==> config.mk <==
export PLATFORM = sky130hd
export DESIGN_NAME = quidditch_score_ctrl
export DESIGN_NICKNAME = d
export VERILOG_FILES = /design/src/rtl/quidditch_pkg.sv /design/src/rtl/score_alu.sv /design/src/rtl/quidditch_score_ctrl.sv
export SDC_FILE = /design/constraint.sdc
export NUM_CORES = 1
export LEC_CHECK = 0
export CORE_MARGIN = 2
export CORE_UTILIZATION = 50
export CTS_CLUSTER_DIAMETER = 40
export DETAILED_ROUTE_END_ITERATION = 16
export GPL_TIMING_DRIVEN = 0
export PLACE_DENSITY_LB_ADDON = 0.08
export SLEW_MARGIN = 10
export SYNTH_ARGS = -nofsm -noshare
export SYNTH_HDL_FRONTEND = slang
export SYNTH_SLANG_ARGS = --single-unit
==> constraint.sdc <==
create_clock -name clk -period 5.8 [get_ports clk]
set_input_delay 0.87 -clock clk [delete_from_list [all_inputs] [get_ports clk]]
set_output_delay 0.87 -clock clk [all_outputs]
set_load 0.01 [all_outputs]
==> src/rtl/quidditch_pkg.sv <==
// Shared types and helpers for the quidditch scoreboard scoring controller.
//   SCORE_W        width of a team score register
//   game_state_t   game FSM states (IDLE, PLAY, OVER)
//   score_event_t  scoring event applied through the shared adder
//   TEAM_A/TEAM_B  bit index of each team in the request/ack vectors
//   WIN_*          encodings of the winner output
package quidditch_pkg;

    localparam int SCORE_W = 14;

    typedef enum logic [1:0] {
        IDLE,
        PLAY,
        OVER
    } game_state_t;

    typedef enum logic [1:0] {
        EV_NONE,
        EV_PENALTY,
        EV_GOAL,
        EV_SNITCH
    } score_event_t;

    localparam int TEAM_A = 0;
    localparam int TEAM_B = 1;

    localparam logic [1:0] WIN_NONE = 2'b00;
    localparam logic [1:0] WIN_A    = 2'b01;
    localparam logic [1:0] WIN_B    = 2'b10;
    localparam logic [1:0] WIN_TIE  = 2'b11;

    // Within one team the snitch outranks a goal, which outranks a penalty.
    function automatic score_event_t pick_event(input logic snitch,
                                                input logic goal,
                                                input logic penalty);
        score_event_t ev;
        ev = EV_NONE;
        if (snitch)
            ev = EV_SNITCH;
        else if (goal)
            ev = EV_GOAL;
        else if (penalty)
            ev = EV_PENALTY;
        return ev;
    endfunction

    function automatic logic [1:0] win_code(input logic [SCORE_W-1:0] score_a,
                                            input logic [SCORE_W-1:0] score_b);
        logic [1:0] code;
        code = WIN_TIE;
        if (score_a > score_b)
            code = WIN_A;
        else if (score_b > score_a)
            code = WIN_B;
        return code;
    endfunction

endpackage

==> src/rtl/score_alu.sv <==
// Combinational saturating score adder/subtractor shared by both teams.
//   i_score  current score of the granted team
//   i_event  event to apply (EV_NONE passes the score through)
//   o_score  next score: adds clamp at MAX_SCORE, the penalty floors at 0
module score_alu
    import quidditch_pkg::*;
#(
    parameter logic [SCORE_W-1:0] MAX_SCORE   = 14'd9999,
    parameter logic [SCORE_W-1:0] GOAL_PTS    = 14'd10,
    parameter logic [SCORE_W-1:0] PENALTY_PTS = 14'd5,
    parameter logic [SCORE_W-1:0] SNITCH_PTS  = 14'd150
) (
    input  logic [SCORE_W-1:0] i_score,
    input  score_event_t       i_event,
    output logic [SCORE_W-1:0] o_score
);

    logic [SCORE_W-1:0] w_add_pts;
    logic [SCORE_W:0]   w_sum;

    always_comb begin
        w_add_pts = '0;
        if (i_event == EV_GOAL)
            w_add_pts = GOAL_PTS;
        else if (i_event == EV_SNITCH)
            w_add_pts = SNITCH_PTS;
    end

    // One extra bit so a sum past the 14-bit range is still seen as too large.
    assign w_sum = {1'b0, i_score} + {1'b0, w_add_pts};

    always_comb begin
        o_score = i_score;
        case (i_event)
            EV_GOAL, EV_SNITCH: begin
                if (w_sum > {1'b0, MAX_SCORE})
                    o_score = MAX_SCORE;
                else
                    o_score = w_sum[SCORE_W-1:0];
            end
            EV_PENALTY: begin
                if (i_score < PENALTY_PTS)
                    o_score = '0;
                else
                    o_score = i_score - PENALTY_PTS;
            end
            default: o_score = i_score;
        endcase
    end

endmodule

==> src/rtl/quidditch_score_ctrl.sv <==
// Game-level scoring controller: game FSM, match timer, round-robin
// arbitration between the two teams and the two score registers.
//   clk, rst_n                  clock; asynchronous active-low reset
//   start                       pulse, starts a game from IDLE or OVER
//   goal_req/penalty_req/
//   snitch_req [1:0]            level requests per team (bit0 A, bit1 B)
//   ack [1:0]                   one-cycle pulse when a team's request applied
//   score_a/score_b [13:0]      team scores
//   playing/game_over           FSM in PLAY / OVER
//   winner [1:0]                01 A, 10 B, 11 tie; valid in OVER
module quidditch_score_ctrl
    import quidditch_pkg::*;
#(
    parameter logic [SCORE_W-1:0] MAX_SCORE   = 14'd9999,
    parameter logic [SCORE_W-1:0] GOAL_PTS    = 14'd10,
    parameter logic [SCORE_W-1:0] PENALTY_PTS = 14'd5,
    parameter logic [SCORE_W-1:0] SNITCH_PTS  = 14'd150,
    parameter logic [31:0]        GAME_CYCLES = 32'd60000
) (
    input  logic               clk,
    input  logic               rst_n,
    input  logic               start,
    input  logic [1:0]         goal_req,
    input  logic [1:0]         penalty_req,
    input  logic [1:0]         snitch_req,
    output logic [1:0]         ack,
    output logic [SCORE_W-1:0] score_a,
    output logic [SCORE_W-1:0] score_b,
    output logic               playing,
    output logic               game_over,
    output logic [1:0]         winner
);

    game_state_t        r_state;
    game_state_t        w_state_next;
    logic [31:0]        r_timer;
    logic [SCORE_W-1:0] r_score_a;
    logic [SCORE_W-1:0] r_score_b;
    logic [1:0]         r_ack;
    logic               r_last_grant;
    logic [1:0]         r_winner;

    score_event_t       w_event [2];
    logic [1:0]         w_pending;
    logic               w_grant_valid;
    logic               w_grant_team;
    logic [1:0]         w_ack_next;
    score_event_t       w_alu_event;
    logic [SCORE_W-1:0] w_alu_in;
    logic [SCORE_W-1:0] w_alu_out;
    logic [SCORE_W-1:0] w_score_a_next;
    logic [SCORE_W-1:0] w_score_b_next;
    logic               w_timer_done;
    logic               w_snitch_grant;
    logic               w_enter_play;
    logic               w_enter_over;

    // A team whose ack is high this cycle has already been served for the
    // request it is still holding, so it sits out one cycle.
    generate
        for (genvar gi = 0; gi < 2; gi++) begin : g_team
            assign w_event[gi]   = pick_event(snitch_req[gi], goal_req[gi], penalty_req[gi]);
            assign w_pending[gi] = (r_state == PLAY) && !r_ack[gi] && (w_event[gi] != EV_NONE);
        end
    endgenerate

    // Round-robin: on contention the team not granted last wins; otherwise
    // the lone requester (B if only bit1 is pending, A otherwise).
    assign w_grant_valid = |w_pending;
    assign w_grant_team  = (&w_pending) ? ~r_last_grant : w_pending[TEAM_B];

    always_comb begin
        w_ack_next = 2'b00;
        if (w_grant_valid)
            w_ack_next[w_grant_team] = 1'b1;
    end

    assign w_alu_in    = w_grant_team ? r_score_b : r_score_a;
    assign w_alu_event = w_grant_valid ? w_event[w_grant_team] : EV_NONE;

    score_alu #(
        .MAX_SCORE   (MAX_SCORE),
        .GOAL_PTS    (GOAL_PTS),
        .PENALTY_PTS (PENALTY_PTS),
        .SNITCH_PTS  (SNITCH_PTS)
    ) u_score_alu (
        .i_score (w_alu_in),
        .i_event (w_alu_event),
        .o_score (w_alu_out)
    );

    assign w_score_a_next = (w_grant_valid && (w_grant_team == 1'b0)) ? w_alu_out : r_score_a;
    assign w_score_b_next = (w_grant_valid && (w_grant_team == 1'b1)) ? w_alu_out : r_score_b;

    assign w_timer_done   = (r_timer == GAME_CYCLES - 32'd1);
    assign w_snitch_grant = w_grant_valid && (w_alu_event == EV_SNITCH);

    always_comb begin
        w_state_next = r_state;
        case (r_state)
            IDLE: if (start) w_state_next = PLAY;
            PLAY: if (w_snitch_grant || w_timer_done) w_state_next = OVER;
            OVER: if (start) w_state_next = PLAY;
            default: w_state_next = IDLE;
        endcase
    end

    assign w_enter_play = (r_state != PLAY) && (w_state_next == PLAY);
    assign w_enter_over = (r_state == PLAY) && (w_state_next == OVER);

    always_ff @(posedge clk or negedge rst_n) begin
        if (!rst_n) begin
            r_state      <= IDLE;
            r_timer      <= '0;
            r_score_a    <= '0;
            r_score_b    <= '0;
            r_ack        <= 2'b00;
            r_last_grant <= 1'b1;
            r_winner     <= WIN_NONE;
        end else begin
            r_state <= w_state_next;
            r_ack   <= w_ack_next;
            if (w_grant_valid)
                r_last_grant <= w_grant_team;

            if (w_enter_play) begin
                r_timer   <= '0;
                r_score_a <= '0;
                r_score_b <= '0;
                r_winner  <= WIN_NONE;
            end else begin
                if (r_state == PLAY)
                    r_timer <= r_timer + 32'd1;
                r_score_a <= w_score_a_next;
                r_score_b <= w_score_b_next;
                // Judge on the post-update scores so a final snitch counts.
                if (w_enter_over)
                    r_winner <= win_code(w_score_a_next, w_score_b_next);
            end
        end
    end

    assign ack       = r_ack;
    assign score_a   = r_score_a;
    assign score_b   = r_score_b;
    assign playing   = (r_state == PLAY);
    assign game_over = (r_state == OVER);
    assign winner    = r_winner;

endmodule

After elaboration in Yosys (flattened, before gate mapping)
Cells that the tools add are included.

word-level totals
  register bits = 67
  bits of input ports = 9
  word-level logic and storage cells = 84
  output and inout port bits = 34

cells by class
  add/subtract/negate cells = 3
  reduce and logical (&&, ||, !) cells = 22
  equal/unequal tests = 9
  muxes and demuxes = 33
  order comparisons = 7
  bitwise logic cells = 3

operator list
  cell                                                                                count
  14-bit two-way mux                                                                  8
  32-bit two-way mux                                                                  2
  32-bit by 1-bit adder with 32-bit output (second input constant)                    1
  32-bit by 16-bit == test with 1-bit output (second input constant)                  1
  14-bit greater-than comparator                                                      2
  2-bit two-way mux                                                                   14
  14-bit one-hot mux with 2 select lines                                              1
  14-bit by 14-bit adder with 15-bit output                                           1
  15-bit by 14-bit greater-than comparator with 1-bit output (second input constant)  1
  14-bit by 3-bit less-than comparator with 1-bit output (second input constant)      1
  14-bit by 3-bit subtractor with 14-bit output (second input constant)               1
  1-bit logical AND                                                                   10
  2-bit == test (second input constant)                                               4
  8-bit two-way mux                                                                   1
  2-bit nonzero test                                                                  4
  2-bit by 1-bit == test with 1-bit output (second input constant)                    3
  2-bit OR reduction                                                                  3
  1-bit two-way mux                                                                   5
  2-bit one-hot mux with 2 select lines                                               1
  2-bit >= comparator (second input constant)                                         1
  1-bit zero test                                                                     2
  2-bit zero test                                                                     1
  1-bit by 2-bit less-than comparator with 1-bit output (second input constant)       1
  2-bit by 1-bit inequality test with 1-bit output (second input constant)            1
  other kinds (6)                                                                     7

Longest topological paths before layout
  word-level depth = 25
  gate-level depth with buffers = 29
  gate-level depth less buffers = 27

Modules after synthesis
Synthesis repeated with hierarchy kept, for this count alone.

second synthesis, totals
  cells, all modules = 551
  area, all modules = 4987.3 um2

modules (own cells, without submodules)
  module                cells an instance  area an instance (um2)  sequential area each (um2)  instances
  quidditch_score_ctrl  347                3621.0                  1677.9                      1
  score_alu             204                1366.3                  0.0                         1

Worst setup path after synthesis
Ideal clock, no wire load.

  path type = input to register
  start point = input goal_req[0]
  end point = register r_winner[0], in the netlist winner[0]
  path slack = -663 ps
  required time = 5728 ps
  path buffers = 2
  setup time = 72 ps
  arrival = 6391 ps
  stages on the path = 29
  cells stage by stage = or3_4 > nand3_2 > buf_4 > a31oi_1 > o21a_1 > buf_2 > nand2_1 > clkinv_1 > and2_1 > ha_1 > a21oi_1 > nor2b_1 > o21a_1 > o211ai_1 > nor2b_1 > o2111a_1 > a211oi_4 > nand3_2 > a21o_1 > ha_1 > a21o_1 > a21o_1 > a21o_1 > a21o_1 > a21o_1 > a21o_1 > a211oi_1 > nor4_1 > nor2_1

between the ends
  cells in the longest elaborated chain, start to end = 24
  elaborated cells between the ends (all ways) = 46
  classes of those cells = 2 x add/sub; 4 x order compare; 5 x eq/ne; 21 x mux; 2 x bitwise; 12 x reduce/logical

RTL lines
  element                                                 line                                                    text
  start, declared                                         quidditch_score_ctrl.sv:23                              input logic [1:0] goal_req,
  2-bit two-way mux *                                     quidditch_pkg.sv:40                                     else if (goal)
  2-bit two-way mux *                                     quidditch_pkg.sv:38                                     if (snitch)
  2-bit nonzero test                                      quidditch_score_ctrl.sv:63                              assign w_pending[gi] = (r_state == PLAY) && !r_ack[gi] && (w_event[gi] != EV_NONE);
  1-bit logical AND                                       quidditch_score_ctrl.sv:63
  2-bit AND reduction                                     quidditch_score_ctrl.sv:70                              assign w_grant_team = (&w_pending) ? ~r_last_grant : w_pending[TEAM_B];
  1-bit two-way mux                                       quidditch_score_ctrl.sv:70
  1-bit inverter with 2-bit output (not written as such)  quidditch_score_ctrl.sv:79                              assign w_alu_event = w_grant_valid ? w_event[w_grant_team] : EV_NONE;
  2-bit two-way mux (not written as such) (3 in series)   quidditch_score_ctrl.sv:79
  [... 6 more ...]                                        -
  14-bit two-way mux                                      score_alu.sv:36                                         if (w_sum > {1'b0, MAX_SCORE})
  14-bit one-hot mux with 2 select lines                  score_alu.sv:34                                         case (i_event)
  14-bit two-way mux, on equally long branches            quidditch_score_ctrl.sv:93, quidditch_score_ctrl.sv:92
  14-bit greater-than comparator                          quidditch_pkg.sv:53                                     else if (score_b > score_a)
  1-bit two-way mux                                       quidditch_pkg.sv:53
  2-bit two-way mux                                       quidditch_pkg.sv:51                                     if (score_a > score_b)
  2-bit two-way mux                                       quidditch_score_ctrl.sv:137                             if (w_enter_over)
  2-bit two-way mux                                       quidditch_score_ctrl.sv:126                             if (w_enter_play) begin
  end signal, assigned                                    quidditch_score_ctrl.sv:138                             r_winner <= win_code(w_score_a_next, w_score_b_next);
  end, declared                                           quidditch_score_ctrl.sv:41                              logic [1:0] r_winner;

Every way passes the cells marked *; elsewhere a longest branch is shown, timed or not. The select of a mux whose other input is x is not followed.
A chain may end at the register's enable or synchronous reset.

Worst setup path in the final report
  start point = input snitch_req[0]
  end point = register r_winner[1], in the netlist winner[1]

between the ends
  cells in the longest elaborated chain, start to end = 22
  elaborated cells between the ends (all ways) = 43
  classes of those cells = 2 x add/sub; 3 x order compare; 5 x eq/ne; 19 x mux; 2 x bitwise; 12 x reduce/logical

RTL lines
  element                                                     line                                                    text
  start, declared                                             quidditch_score_ctrl.sv:25                              input logic [1:0] snitch_req,
  2-bit two-way mux *                                         quidditch_pkg.sv:38
  2-bit nonzero test                                          quidditch_score_ctrl.sv:63
  1-bit logical AND                                           quidditch_score_ctrl.sv:63
  2-bit AND reduction                                         quidditch_score_ctrl.sv:70
  1-bit two-way mux                                           quidditch_score_ctrl.sv:70
  1-bit inverter with 2-bit output (not written as such)      quidditch_score_ctrl.sv:79
  2-bit two-way mux (not written as such) (3 in series)       quidditch_score_ctrl.sv:79
  2-bit two-way mux                                           quidditch_score_ctrl.sv:79
  [... 4 more ...]                                            -
  15-bit by 14-bit greater-than comparator with 1-bit output  score_alu.sv:36
  14-bit two-way mux                                          score_alu.sv:36
  14-bit one-hot mux with 2 select lines                      score_alu.sv:34
  14-bit two-way mux, on equally long branches                quidditch_score_ctrl.sv:92, quidditch_score_ctrl.sv:93
  14-bit greater-than comparator                              quidditch_pkg.sv:51
  2-bit two-way mux                                           quidditch_pkg.sv:51
  2-bit two-way mux                                           quidditch_score_ctrl.sv:137
  2-bit two-way mux                                           quidditch_score_ctrl.sv:126

Marks and branches as above.

==> flow_summary.yaml <==
run_status:
  status: "finished with violations"
  violations: "setup timing"
place:
  portBuffers: 42
  preCtsSetupSlack_ns: -1.986
  gp_congestion: 0.9773
  dp_hpwl_um: 13130
synth:
  syn_nets: 643
  synthTopCellsByArea: "dfrtp_1 32%, ha_1 5.0%, o21ai_0 4.8%"
  ys_ff_latch: 67
  synth_largest_area_cell: "dfrtp_1"
  synth_top_area_share_pct: 31.58
  synth_seq_area_share_pct: 32.08
  synthesis.area_um2: 5230
  syn_area_per_cell_um2: 8.546
  syn_inst: 612
  synthArstFlopShare_pct: 100.0
  yosysUniqueCellTypes: 83
  ys.flop_type: "dfrtp_1"
  synth_edf_count: 0
  yosysWarnings: 0
critical_path:
  crit_fanout: 4
  cp.depth: 31
  critPathArrivalTime_ns: 6.30
  path_delay_family: "compound AO/OA/AOI/OAI gates"
  cp-end-kind: "flop"
  slowest_delay_ns: 0.40
  cp-start-kind: "primary input"
  critPathBufInv: 7
  critPathRequiredTime_ns: 6.02
  rr_worst_depth: 29
  path_common_cell: "a21o_1"
  slowest_stage: "or3_4"
  crit_type: "primary input to flop"
global_route:
  antenna_found_initial: 0
  grt_max_degree: 36
  grt_overflow: 0
  first_global_vias: 5491
  track_usage_pct: 33.94
  grt_first_pass_wirelength_um: 29290
route:
  antenna_left: 0
  first_pass_iters: 5
  drc: 0
  vias: 5636
  routed_wl_um: 18640
  drt-met1-wl_um: 7487
  wl_per_cell_um: 21.65
  first_iter_violations: 515
  top_layer: "met4"
  met3_length_um: 1398
  avgViaCountPerCell: 6.546
  wl_met2_um: 8714
timing:
  fmax_mhz: 164.6
  setup_viol: 2
  clock-skew-final_ns: 0.01025
  fin_crit_ns: 6.076
  rsz0062_at_grt: "true"
  setup-tns-final_ns: -0.5503
  max_slew_margin_pct: 32.40
  maxSlewViolCount: 0
  worst_slew_pin_slew_ns: 1.003
  hold_violations: 0
  timing.final.ws_setup_ns: -0.2761
  period_share_pct: 104.8
clock_network:
  cts_buffers: 9
  cts_buffer_depth: 2
  htreeDepth: 3
  clkSlewWorstSetupHoldPaths_ns: 0.08
  clock-sinks: 67
  clock_latency_ns: 0.36
  cts_tree: "built"
  cts_root_buf: "clkbuf_8"
cells_and_area:
  seq_area_um2: 1678
  multiInputGateArea_um2: 3769
  diodes: 0
  final_cell_mix: "66 x dfrtp_1, 58 x nand2_1, 50 x buf_4"
  final_common_cell: "dfrtp_1"
  syn2layout_area_growth_pct: 32.18
  n_fill_cell: 830
  layout.nets: 751
  drive_above_1_share_pct: 22.34
floorplan:
  fp-row-count: 37
  die_area_um2: 11290
  start_util_pct: 51.12
  core_um2: 10230
  die_y_um: 106.3
  die_width_um: 106.3
  ios: 43
worst_hold_path:
  holdCritPathClass: "primary input to asynchronous set/reset pin"
power:
  power_density_nw_per_um2: 736.3
  power.leakage_nw: 2.898
  peakVddDrop_uv: 459.1
job:
  maxCapViolCount: 0
==> cell families after synthesis <==
family	synth area share, %
buffers and inverters	3.325
AOI/OAI and AO/OA	25.57
and+or+nand+nor	26.01
adders and majority gates	5.407
xor gates and xnor gates	2.512
muxes	5.096
DFF	32.08
==> final timing paths <==
kind / start / endpoint / slack, ns
setup / recovery: snitch_req[0] / winner[1] / -0.28
hold / removal: rst_n / r_timer[16] / 0.46
setup reg to reg: r_state[1] / winner[1] / -0.14
hold reg to reg: r_timer[15] / r_timer[15] / 0.49
max in group asynchronous: rst_n / r_timer[23] / 4.81
min in group clk: r_timer[15] / r_timer[15] / 0.49
==> cell usage after synthesis, types with 5 or more instances <==
cell type / instances
a211oi_1: 6
a21o_1: 13
a21oi_1: 19
a22oi_1: 6
a2bb2oi_1: 5
a311oi_1: 6
a31oi_1: 8
a32oi_1: 6
and2_1: 13
and3_1: 15
buf_2: 7
clkbuf_1: 13
dfrtp_1: 66
ha_1: 21
inv_1: 13
mux2i_1: 21
nand2_1: 62
nand3_1: 39
nand4_1: 16
nor2_1: 41
nor2b_1: 7
nor3_1: 12
nor4_1: 9
o211ai_1: 6
o21a_1: 9
o21ai_0: 50
o21ai_1: 5
o31ai_1: 12
or4_1: 5
xnor2_1: 6
xor2_1: 9
==> layer usage <==
layer / vias up / track usage (%)
met3: 73 / 5.395
li1: 2570 / -
met4: 0 / 20.21
met1: 2680 / 43.34
met5: - / 0
met2: 313 / 54.21
==> worst register-to-register path, delay by kind of cell (launching register included) <==
kind / cells / cell delay, ns
AOI/OAI and AO/OA: 14 / 2.60
adders and majority gates: 3 / 0.80
buffers and inverters: 5 / 0.66
DFF: 1 / 0.47
muxes: 1 / 0.12
and+or+nand+nor: 6 / 1.13
==> through the flow <==
stage	util (%)	area, um2	std cells	hold WS (ns)	power, W
floorplan	-	5329	612	0.4571	0.002846
global placement	57.86	5919	790	0.4845	0.003765
detailed placement	58.03	5937	791	0.4818	0.003802
CTS	65.87	6739	851	0.4621	0.004765
global route	67.57	6913	861	0.4866	0.005372
finish	67.57	6913	861	0.4568	0.005090
==> cell type report <==
cell class / instances / share of cell area, %
inverters: 16 / 1.122
well taps: 136 / 2.462
repair buffers: 99 / 12.74
plain buffers: 23 / 1.900
clock buffers: 15 / 2.552
flip-flops and latches: 67 / 24.27
multi-input cells: 504 / 54.52
clock inverters: 1 / 0.4344
==> timing repair <==
item / in CTS / in global routing
hold buffers: 0 / 0
setup endpoints to repair: 2 / 2
gates resized for setup: 71 / 20
pin swaps: 43 / 29
setup buffers: 45 / 11
==> report_power, final <==
group          total (W)  switching (W)  internal [W]
clock           0.000411       0.000176      0.000235
combinational    0.00391        0.00221       0.00170
sequential      0.000768       0.000182      0.000586
total            0.00509        0.00257       0.00252
==> flip-flops by register name, indices dropped and copies added, names as in the netlist <==
| register | cells |
|---|---|
| winner | 2 |
| ack | 2 |
| r_last_grant | 1 |
| score_b | 14 |
| r_timer | 32 |
| score_a | 14 |
| r_state | 2 |
Note: power is estimated with default switching activity, not from simulation.
